==> config.mk <==
export PLATFORM = sky130hd
export DESIGN_NAME = pipe_issue_flat
export DESIGN_NICKNAME = d
export VERILOG_FILES = /design/src/rtl/pipe_issue_if.sv /design/src/rtl/pipe_issue.sv /design/src/flat_wrapper.sv
export SDC_FILE = /design/constraint.sdc
export NUM_CORES = 1
export LEC_CHECK = 0
export ABC_CLOCK_PERIOD_IN_PS = 4300
export BUFFER_PORTS_ARGS = -buffer_cell sky130_fd_sc_hd__buf_2
export CAP_MARGIN = 20
export CORE_MARGIN = 4
export CORE_UTILIZATION = 40
export CTS_CLUSTER_DIAMETER = 60
export DETAILED_ROUTE_END_ITERATION = 10
export GPL_TIMING_DRIVEN = 1
export PLACE_DENSITY = 0.66
export SLEW_MARGIN = 20
export SYNTH_ARGS = -nofsm -noshare
export SYNTH_HDL_FRONTEND = slang
export SYNTH_SLANG_ARGS = --single-unit
==> constraint.sdc <==
create_clock -name clk -period 4.3 [get_ports clk]
set_input_delay 0.43 -clock clk [delete_from_list [all_inputs] [get_ports clk]]
set_output_delay 0.43 -clock clk [all_outputs]
set_load 0.02 [all_outputs]
==> src/rtl/pipe_issue_if.sv <==
// Handshake and issue bus between the instruction source and pipe_issue.
// The master drives instruction words and flush; the slave (pipe_issue) drives the decoded issue fields.
interface pipe_issue_if;
   logic        flush;
   logic        in_valid;
   logic        in_ready;
   logic [23:0] instr_in;
   logic        issue_valid;
   logic [3:0]  rs1;
   logic [3:0]  rs2;
   logic [3:0]  rd;
   logic [3:0]  func;
   logic [7:0]  addr;

   modport master (
      output flush, in_valid, instr_in,
      input  in_ready, issue_valid, rs1, rs2, rd, func, addr
   );

   modport slave (
      input  flush, in_valid, instr_in,
      output in_ready, issue_valid, rs1, rs2, rd, func, addr
   );
endinterface

==> src/rtl/pipe_issue.sv <==
// Issue stage: instruction queue, decode, and RAW-hazard bubble insertion via an rd scoreboard.
// Optional ISSUE_STATS_EN adds saturating issue_cnt/stall_cnt ports.
module pipe_issue #(
   parameter int unsigned DEPTH       = 4,
   parameter int unsigned HAZ_WINDOW  = 3,
   parameter logic [3:0]  BUBBLE_FUNC = 4'hF
) (
   input  logic         clk,
   input  logic         rst_n,
   pipe_issue_if.slave  bus
`ifdef ISSUE_STATS_EN
   ,
   output logic [15:0]  issue_cnt,
   output logic [15:0]  stall_cnt
`endif
);
   localparam int unsigned PTR_W = (DEPTH > 1) ? $clog2(DEPTH) : 1;
   localparam int unsigned CNT_W = $clog2(DEPTH + 1);

   typedef struct packed {
      logic [3:0] func;
      logic [3:0] rd;
      logic [3:0] rs1;
      logic [3:0] rs2;
      logic [7:0] addr;
   } instr_t;

   instr_t             r_mem [DEPTH];
   logic [PTR_W-1:0]   r_wr_ptr;
   logic [PTR_W-1:0]   r_rd_ptr;
   logic [CNT_W-1:0]   r_count;
   logic               r_sb_vld [HAZ_WINDOW];
   logic [3:0]         r_sb_rd  [HAZ_WINDOW];

   logic               r_issue_valid;
   logic [3:0]         r_rs1, r_rs2, r_rd, r_func;
   logic [7:0]         r_addr;

   instr_t             w_head;
   logic               w_empty;
   logic               w_in_ready;
   logic               w_hazard;
   logic               w_push;
   logic               w_pop;

   assign w_head     = r_mem[r_rd_ptr];
   assign w_empty    = (r_count == '0);
   assign w_in_ready = (r_count < CNT_W'(DEPTH));
   assign w_push     = bus.in_valid && w_in_ready && !bus.flush;
   assign w_pop      = !w_empty && !w_hazard && !bus.flush;

   // Head reads a register still in flight downstream
   always_comb begin
      w_hazard = 1'b0;
      for (int i = 0; i < int'(HAZ_WINDOW); i++) begin
         if (r_sb_vld[i] && ((r_sb_rd[i] == w_head.rs1) || (r_sb_rd[i] == w_head.rs2)))
            w_hazard = 1'b1;
      end
   end

   // Queue storage; occupancy is tracked by r_count so contents need no reset
   always_ff @(posedge clk) begin
      if (w_push)
         r_mem[r_wr_ptr] <= instr_t'(bus.instr_in);
   end

   // Pointers and fill count
   always_ff @(posedge clk or negedge rst_n) begin
      if (!rst_n) begin
         r_wr_ptr <= '0;
         r_rd_ptr <= '0;
         r_count  <= '0;
      end else if (bus.flush) begin
         r_wr_ptr <= '0;
         r_rd_ptr <= '0;
         r_count  <= '0;
      end else begin
         if (w_push) r_wr_ptr <= r_wr_ptr + PTR_W'(1);
         if (w_pop)  r_rd_ptr <= r_rd_ptr + PTR_W'(1);
         case ({w_push, w_pop})
            2'b10:   r_count <= r_count + CNT_W'(1);
            2'b01:   r_count <= r_count - CNT_W'(1);
            default: r_count <= r_count;
         endcase
      end
   end

   // Scoreboard shifts every edge; slot 0 records what issued at this edge
   always_ff @(posedge clk or negedge rst_n) begin
      if (!rst_n) begin
         for (int i = 0; i < int'(HAZ_WINDOW); i++) begin
            r_sb_vld[i] <= 1'b0;
            r_sb_rd[i]  <= '0;
         end
      end else if (bus.flush) begin
         for (int i = 0; i < int'(HAZ_WINDOW); i++) begin
            r_sb_vld[i] <= 1'b0;
            r_sb_rd[i]  <= '0;
         end
      end else begin
         for (int i = int'(HAZ_WINDOW) - 1; i > 0; i--) begin
            r_sb_vld[i] <= r_sb_vld[i-1];
            r_sb_rd[i]  <= r_sb_rd[i-1];
         end
         r_sb_vld[0] <= w_pop;
         r_sb_rd[0]  <= w_head.rd;
      end
   end

   // Issue registers; bubbles only force func and valid, other fields hold
   always_ff @(posedge clk or negedge rst_n) begin
      if (!rst_n) begin
         r_issue_valid <= 1'b0;
         r_func        <= BUBBLE_FUNC;
         r_rs1         <= '0;
         r_rs2         <= '0;
         r_rd          <= '0;
         r_addr        <= '0;
      end else if (w_pop) begin
         r_issue_valid <= 1'b1;
         r_func        <= w_head.func;
         r_rs1         <= w_head.rs1;
         r_rs2         <= w_head.rs2;
         r_rd          <= w_head.rd;
         r_addr        <= w_head.addr;
      end else begin
         r_issue_valid <= 1'b0;
         r_func        <= BUBBLE_FUNC;
      end
   end

   assign bus.in_ready    = w_in_ready;
   assign bus.issue_valid = r_issue_valid;
   assign bus.func        = r_func;
   assign bus.rs1         = r_rs1;
   assign bus.rs2         = r_rs2;
   assign bus.rd          = r_rd;
   assign bus.addr        = r_addr;

`ifdef ISSUE_STATS_EN
   logic [15:0] r_issue_cnt;
   logic [15:0] r_stall_cnt;

   // Saturating issue and stall counters
   always_ff @(posedge clk or negedge rst_n) begin
      if (!rst_n) begin
         r_issue_cnt <= '0;
         r_stall_cnt <= '0;
      end else if (bus.flush) begin
         r_issue_cnt <= '0;
         r_stall_cnt <= '0;
      end else begin
         if (w_pop && (r_issue_cnt != 16'hFFFF))
            r_issue_cnt <= r_issue_cnt + 16'd1;
         if (!w_empty && !w_pop && (r_stall_cnt != 16'hFFFF))
            r_stall_cnt <= r_stall_cnt + 16'd1;
      end
   end

   assign issue_cnt = r_issue_cnt;
   assign stall_cnt = r_stall_cnt;
`endif
endmodule

==> src/flat_wrapper.sv <==
// flat-port wrapper written by rule: the top's interface ports become plain ports
module pipe_issue_flat 
#(
   parameter int unsigned DEPTH       = 4,
   parameter int unsigned HAZ_WINDOW  = 3,
   parameter logic [3:0]  BUBBLE_FUNC = 4'hF
)
  (clk, rst_n, bus_flush, bus_in_valid, bus_instr_in, bus_in_ready, bus_issue_valid, bus_rs1, bus_rs2, bus_rd, bus_func, bus_addr);
  pipe_issue_if bus_i ();
  input  logic clk;
  input  logic rst_n;
  input wire logic [$bits(bus_i.flush)-1:0] bus_flush;
  input wire logic [$bits(bus_i.in_valid)-1:0] bus_in_valid;
  input wire logic [$bits(bus_i.instr_in)-1:0] bus_instr_in;
  output wire logic [$bits(bus_i.in_ready)-1:0] bus_in_ready;
  output wire logic [$bits(bus_i.issue_valid)-1:0] bus_issue_valid;
  output wire logic [$bits(bus_i.rs1)-1:0] bus_rs1;
  output wire logic [$bits(bus_i.rs2)-1:0] bus_rs2;
  output wire logic [$bits(bus_i.rd)-1:0] bus_rd;
  output wire logic [$bits(bus_i.func)-1:0] bus_func;
  output wire logic [$bits(bus_i.addr)-1:0] bus_addr;
  assign bus_i.flush = bus_flush;
  assign bus_i.in_valid = bus_in_valid;
  assign bus_i.instr_in = bus_instr_in;
  assign bus_in_ready = bus_i.in_ready;
  assign bus_issue_valid = bus_i.issue_valid;
  assign bus_rs1 = bus_i.rs1;
  assign bus_rs2 = bus_i.rs2;
  assign bus_rd = bus_i.rd;
  assign bus_func = bus_i.func;
  assign bus_addr = bus_i.addr;
  pipe_issue #(.DEPTH(DEPTH), .HAZ_WINDOW(HAZ_WINDOW), .BUBBLE_FUNC(BUBBLE_FUNC)) u_core (.clk(clk), .rst_n(rst_n), .bus(bus_i));
endmodule
==> flow_metrics.tcl, run 1 <==
set metrics [dict create \
    clockBufferDepth 2 \
    via_per_inst 4.94 \
    vias 2759 \
    reg2reg_depth 12 \
    syn_nets 331 \
    dp_hpwl_um 6260 \
    r2r-end "u_core.r_count[1]" \
    dominantRegCellSynth "edfxtp_1" \
    grt_pass1_wl_um 16200 \
    status "complete, no violations" \
    postCtsSetupBuffers 0 \
    area.growth.synth_to_final_pct 18.2 \
    slowest_delay_ns 0.76 \
    critPathRequiredTime_ns 4.55 \
    fillers 1186 \
    num-nets-final 398 \
    wl_per_cell_um 18.0 \
    path_max_fanout 18 \
    synth.distinct_cells 36 \
    synth_warnings 0 \
    timing.fmax_mhz 276 \
    drive_gt1_frac 0.386 \
    grt_pass1_vias 2981 \
    gp_congestion 0.861 \
    die-area_um2 16200 \
    cts_max_level 4 \
    path_buf_inv 0 \
    timing.rr.start "u_core.r_rd_ptr[0]" \
    cts.repair.resized 0 \
    routed_wl_um 10000 \
    cp-startpoint "u_core.r_rd_ptr[0]" \
    synth-seq-cells 143 \
    crit_family "simple AND/OR/NAND/NOR gates" \
    first_iter_violations 201 \
    critPathSlowestCell "dfrtp_2" \
    die_h_um 127 \
    cp-endpoint "u_core.r_count[1]" \
    period_share 0.844 \
    ys_seq_area_frac 0.716 \
    crit_top_cell "nor2_1" \
    firstDrtPassIters 6 \
    num_io_pins 54 \
    synth_cells 298 \
    worstSetupEndpointType "flip-flop" \
    yosysTopAreaCellShare 0.508 \
    async_reset_ff_frac 0.329 \
    initial_core_util 0.409 \
    tns_ns 0 \
    cts_buffers 17 \
    slew_headroom 0.566 \
    worst-setup-path-type "reg2reg" \
    core-area_um2 13900 \
    setup_viol 0 \
    rows 43 \
    clock_latency_ns 0.41 \
    post-route-drc-count 0 \
    yosysTopAreaCell "edfxtp_1" \
    path_cells "mux4_2 -> xor2_1 -> nor4_1 -> o21ai_0 -> and4_1 -> nand2b_4 -> nor2_1 -> fa_1 -> nand2b_1 -> nor2_1 -> mux2i_1 -> o311ai_0" \
    worstPathArrival_ns 3.88 \
    drtAntennaViolNets 0 \
    clock-root-buffer "clkbuf_16" \
    drv_slew 0 \
    irDropWorstVdd_uv 274 \
    antennaDiodeCount 0 \
    avgSynthCellArea_um2 19.0 \
    maxCapViolCount 0 \
    synthesis.area_um2 5680 \
    grt-ovfl-total 0 \
    cellPowerDensity_nw_per_um2 661 \
    grt_max_degree 48 \
    cp-start-kind "flip-flop" \
    synthTopCellsByArea "edfxtp_1 (51%), dfrtp_1 (19%), mux4_2 (9.5%), xor2_1 (3.7%), mux2_4 (2.6%)" \
    cts_tree "built" \
    antenna_found_initial 0 \
    hp-class "in2async" \
    cp.depth 12 \
    tightestPinTransition_ns 0.651 \
    cts_sinks 143 \
    synth-edff-count 96 \
    whs_ns 0.118 \
    rsz0062_at_grt "false" \
    clock-skew-final_ns 0.00825 \
    grt_util_all_layers 0.134 \
    period_needed_ns 3.63 \
    r2r_setup_slack_ns 0.67 \
    die_x_um 127 \
    path_clk_slew_ns 0.06 \
    hold_buffers 0 \
    leakage_uw 0.00258 \
    port-buffer-count 53 \
    hold_violations 0 \
]
-- placed cells by master (no fill, tap or decap), types with 2 or more instances in the layout --
cell type	synthesis	final
inv_6	0	5
buf_4	0	8
nor2b_1	15	15
and2_1	4	3
inv_1	5	5
xnor2_1	2	2
mux2_4	10	10
clkinvlp_4	0	5
ha_1	4	4
mux4_2	24	24
nor4_1	6	6
edfxtp_1	96	96
clkbuf_16	0	17
mux2i_1	2	2
clkinv_2	0	2
mux2_1	3	3
mux2_2	7	7
dfrtp_1	43	42
a21oi_1	3	3
or2_2	4	4
xor2_1	24	24
o21ai_1	2	2
nand2b_1	3	3
nand2_1	5	5
nor2_1	9	9
buf_2	3	53
bufinv_16	0	2
dfstp_2	4	4
-- power by group --
part           total (µW)  switching [µW]  internal, µW  leakage (µW)
logic                1140             584           556      0.000853
registers            1860             163          1700       0.00145
clock network        1430             569           861      0.000273
-- flip-flops by register name, summed over array words and instances, names as in the netlist, 3 cells and up --
name,cells
u_core.bus.addr,8
u_core.bus.func,4
u_core.bus.rd,4
u_core.bus.rs1,4
u_core.bus.rs2,4
u_core.r_count,3
u_core.r_mem,96
u_core.r_sb_rd,12
u_core.r_sb_vld,3
-- logic make-up (layout without fill, tap and decap cells) --
family,count (synthesis),after routing,share of synthesized area
AOI/OAI and AO/OA,9,9,0.00992
buffers and inverters,18,98,0.0223
DFF,143,143,0.716
adders and majority gates,5,5,0.0123
xor gates and xnor gates,27,27,0.0441
muxes,46,46,0.145
and+or+nand+nor,50,50,0.0505
-- metrics by stage --
stage                     cell area [µm²]  std cells  utilization  power, µW  setup WS (ns)
final                                6710        558        0.483       4430          0.673
after global routing                 6710        558        0.483       4650          0.356
after CTS                            6710        558        0.483       4490          0.626
after detailed placement             6120        526        0.441       3050          0.667
after global placement               6120        526        0.441       3020          0.822
after floorplan                      5680        298            -       2760           1.18
-- Yosys cell counts (4+ instances only) --
master    number
and2_1         4
clkbuf_1       4
nor2_1         9
ha_1           4
or2_2          4
dfrtp_1       43
nand2_1        5
nor2b_1       15
mux4_2        24
mux2_2         7
xor2_1        24
edfxtp_1      96
dfstp_2        4
nor4_1         6
mux2_4        10
inv_1          5
-- worst min path at each step --
stage / cells past startpoint / slack (ns) / to
floorplan: 0 / 0.13 / u_core.bus.addr[0]
global placement: 1 / 0.49 / u_core.bus.rd[1]
detailed placement: 1 / 0.49 / u_core.bus.addr[5]
CTS: 2 / 0.14 / u_core.bus.issue_valid
global route: 2 / 0.16 / u_core.bus.issue_valid
finish: 2 / 0.12 / u_core.bus.issue_valid
-- cell type report --
cell class | instances | area [µm²] | area share
tap | 180 | 225 | 0.0336
timing repair buffer | 61 | 325 | 0.0485
inverter | 5 | 18.8 | 0.00280
clock inverter | 15 | 160 | 0.0239
clock buffer | 17 | 425 | 0.0634
multi-input combinational | 137 | 1490 | 0.222
sequential | 143 | 4070 | 0.606
-- layer usage --
metal,wire (µm),vias up,GRT usage
met3,276,13,0.0368
met2,5260,53,0.218
met1,4290,1437,0.172
met5,0,-,0
li1,-,1256,-
met4,194,0,0.0549
(Power assumes the default switching activity.)
==> inputs of run 2 (changes only) <==
ABC_AREA = 1   (was not set)
ABC_CLOCK_PERIOD_IN_PS = 3400   (was 4300)
PLACE_DENSITY = 0.65   (was 0.66)
clock period = 3.4 ns   (was 4.3 ns; I/O delays follow)
==> run 2 against run 1 <==
Clock skew up 0.00085 ns. Maximum frequency is 29% higher. Largest cell class unchanged. Critical endpoint is now u_core.r_count[2]. Highest routed layer unchanged. Largest power group unchanged. Clock power is 27% higher.
==> flow_metrics.tcl, run 2 <==
set metrics [dict create \
    layout_commonest_cell "nand2_1" \
    core-area_um2 14500 \
    die-area_um2 16800 \
    whs_endpoint "u_core.r_mem[3][3]" \
    clock_latency_ns 0.41 \
    tightestPinTransition_ns 0.586 \
    yosysTopAreaCellShare 0.488 \
    ys_seq_area_frac 0.688 \
    worstSetupEndpointType "flip-flop" \
    gp_congestion 0.863 \
    hold_violations 0 \
    grt-ovfl-total 0 \
    syn_nets 573 \
    wl_per_cell_um 15.8 \
    r2r_setup_slack_ns 0.59 \
    synthesis.area_um2 5910 \
    period_share 0.827 \
    die_x_um 130 \
    initial_core_util 0.408 \
    async_reset_ff_frac 0.329 \
    synth.most_common_cell "nand2_1" \
    timing.fmax_mhz 356 \
    synth-seq-cells 143 \
    cts_sinks 143 \
    synth.distinct_cells 28 \
    area.growth.synth_to_final_pct 18.2 \
    maxCapViolCount 0 \
    routed_wl_um 12600 \
    worstPathArrival_ns 3.12 \
    firstDrtPassIters 6 \
    timing.rr.start "u_core.r_rd_ptr[0]" \
    hold_depth 1 \
    final_cells 800 \
    drv_slew 0 \
    cellPowerDensity_nw_per_um2 879 \
    die_h_um 130 \
    hp-class "in2reg" \
    postCtsSetupBuffers 0 \
    drive_gt1_frac 0.201 \
    dp_hpwl_um 8090 \
    worst-setup-path-type "reg2reg" \
    cts_max_level 4 \
    r2r-end "u_core.r_count[2]" \
    synth_common_cells "nand2_1 (152), edfxtp_1 (96), nor2_1 (60)" \
    grt_util_all_layers 0.162 \
    grt_max_degree 33 \
    largest_register "u_core.r_mem" \
    leakage_uw 0.00296 \
    critPathRequiredTime_ns 3.71 \
    status "complete, no violations" \
    reg2reg_depth 18 \
    synth_cells 540 \
    port-buffer-count 53 \
    path_max_fanout 16 \
    final_cell_mix "nand2_1 (152), edfxtp_1 (96), nor2_1 (56)" \
    pre_cts_ws_ns 0.637 \
    path_clk_slew_ns 0.06 \
    synth-edff-count 96 \
    place_inst 767 \
    cts_buffers 17 \
    clock-skew-final_ns 0.00910 \
    irDropWorstVdd_uv 463 \
    wl_met2_um 6100 \
    grt_pass1_vias 4151 \
    maxUsedRoutingLayer "met4" \
    first_iter_violations 296 \
    met3WireLength_um 740 \
    num-nets-final 636 \
    post-route-drc-count 0 \
    tns_ns 0 \
    num_io_pins 54 \
    synth_warnings 0 \
    cts_tree "built" \
    wl_met1_um 5480 \
    hold_path_startpoint "bus_instr_in[3]" \
    avgSynthCellArea_um2 10.9 \
    grt_pass1_wl_um 20800 \
    fillers 1279 \
    period_needed_ns 2.81 \
    largest_reg_flops 96 \
    setup_slack_ns 0.588 \
    slew_headroom 0.609 \
    via_per_inst 5.02 \
    dominantRegCellSynth "edfxtp_1" \
    drtAntennaViolNets 0 \
    cp-start-kind "flip-flop" \
    yosysTopAreaCell "edfxtp_1" \
    setup_viol 0 \
    p_total_uw 6140 \
    rsz0062_at_grt "false" \
    clockBufferDepth 2 \
    antennaDiodeCount 0 \
    clock-root-buffer "clkbuf_16" \
    antenna_found_initial 0 \
    synthTopCellsByArea "edfxtp_1 (49%), dfrtp_1 (18%), nand2_1 (9.7%), nor2_1 (3.8%), o21ai_0 (3.0%)" \
    rows 44 \
    vias 4014 \
]
-- run 2: power breakdown --
part	leakage (µW)	total (µW)	internal [µW]	switching (µW)
combinational	0.00121	1990	617	1370
clock	0.000291	1820	1160	663
sequential	0.00147	2330	2170	157
total	0.00296	6140	3950	2190
-- run 2: how the worst max path moves through the flow --
stage	start	endpoint	slack [ns]	depth (start not counted)
CTS	u_core.r_rd_ptr[0]	u_core.r_count[2]	0.61	18
detailed placement	u_core.r_rd_ptr[0]	u_core.r_count[2]	0.64	18
global placement	u_core.r_rd_ptr[0]	u_core.r_count[2]	0.74	18
finish	u_core.r_rd_ptr[0]	u_core.r_count[2]	0.59	18
floorplan	bus_flush	u_core.r_mem[0][0]	1.10	4
global route	u_core.r_rd_ptr[0]	u_core.r_count[2]	0.26	19
-- run 2: cell type report --
cell class	count	area [µm²]	area share
sequential	143	4060	0.582
multi-input combinational	338	1590	0.228
clock buffer	24	492	0.0704
timing repair buffer	65	358	0.0512
tap	184	230	0.0330
inverter	38	143	0.0204
clock inverter	8	104	0.0149
-- run 2: metrics by stage --
| stage | hold WS (ns) | utilization | area [µm²] |
|---|---|---|---|
| after detailed placement | 0.386 | 0.441 | 6380 |
| after global routing | 0.136 | 0.482 | 6980 |
| after global placement | 0.380 | 0.441 | 6380 |
| after floorplan | 0.0444 | - | 5910 |
| after CTS | 0.129 | 0.482 | 6980 |
| final | 0.141 | 0.482 | 6980 |
-- run 2: per-layer routing --
metal	vias up	GRT usage
li1	1942	-
met3	21	0.0350
met5	-	0
met1	1928	0.210
met2	123	0.264
met4	0	0.0715
-- run 2: timing repair --
| action | in CTS | in global routing |
|---|---|---|
| hold buffers | 1 | 0 |
| resized for setup | 0 | 0 |
| hold endpoints to repair | 20 | 0 |
-- run 2: worst max-delay path, stage by stage, from the launching register on --
cell and delay, ns:
dfrtp_1 0.58, buf_4 0.30, nand2_1 0.07, nand3_1 0.18, nand2_2 0.12, nand2_1 0.08, nand2_1 0.05, nor2_1 0.13
nand2_1 0.07, nand2_1 0.05, nand2_1 0.04, nand2_1 0.12, nor2_2 0.06, nand2_1 0.11, inv_1 0.07, fa_1 0.37
nand3b_1 0.17, nand3_1 0.08, nand2_1 0.05
-- run 2: kinds of logic (layout without fill, tap and decap cells) --
kind of cell	count (synthesis)	count (layout)	synth area share
DFF	143	143	0.688
AOI/OAI and AO/OA	68	68	0.0639
adders and majority gates	5	5	0.0119
buffers and inverters	59	135	0.0442
and+or+nand+nor	265	265	0.192
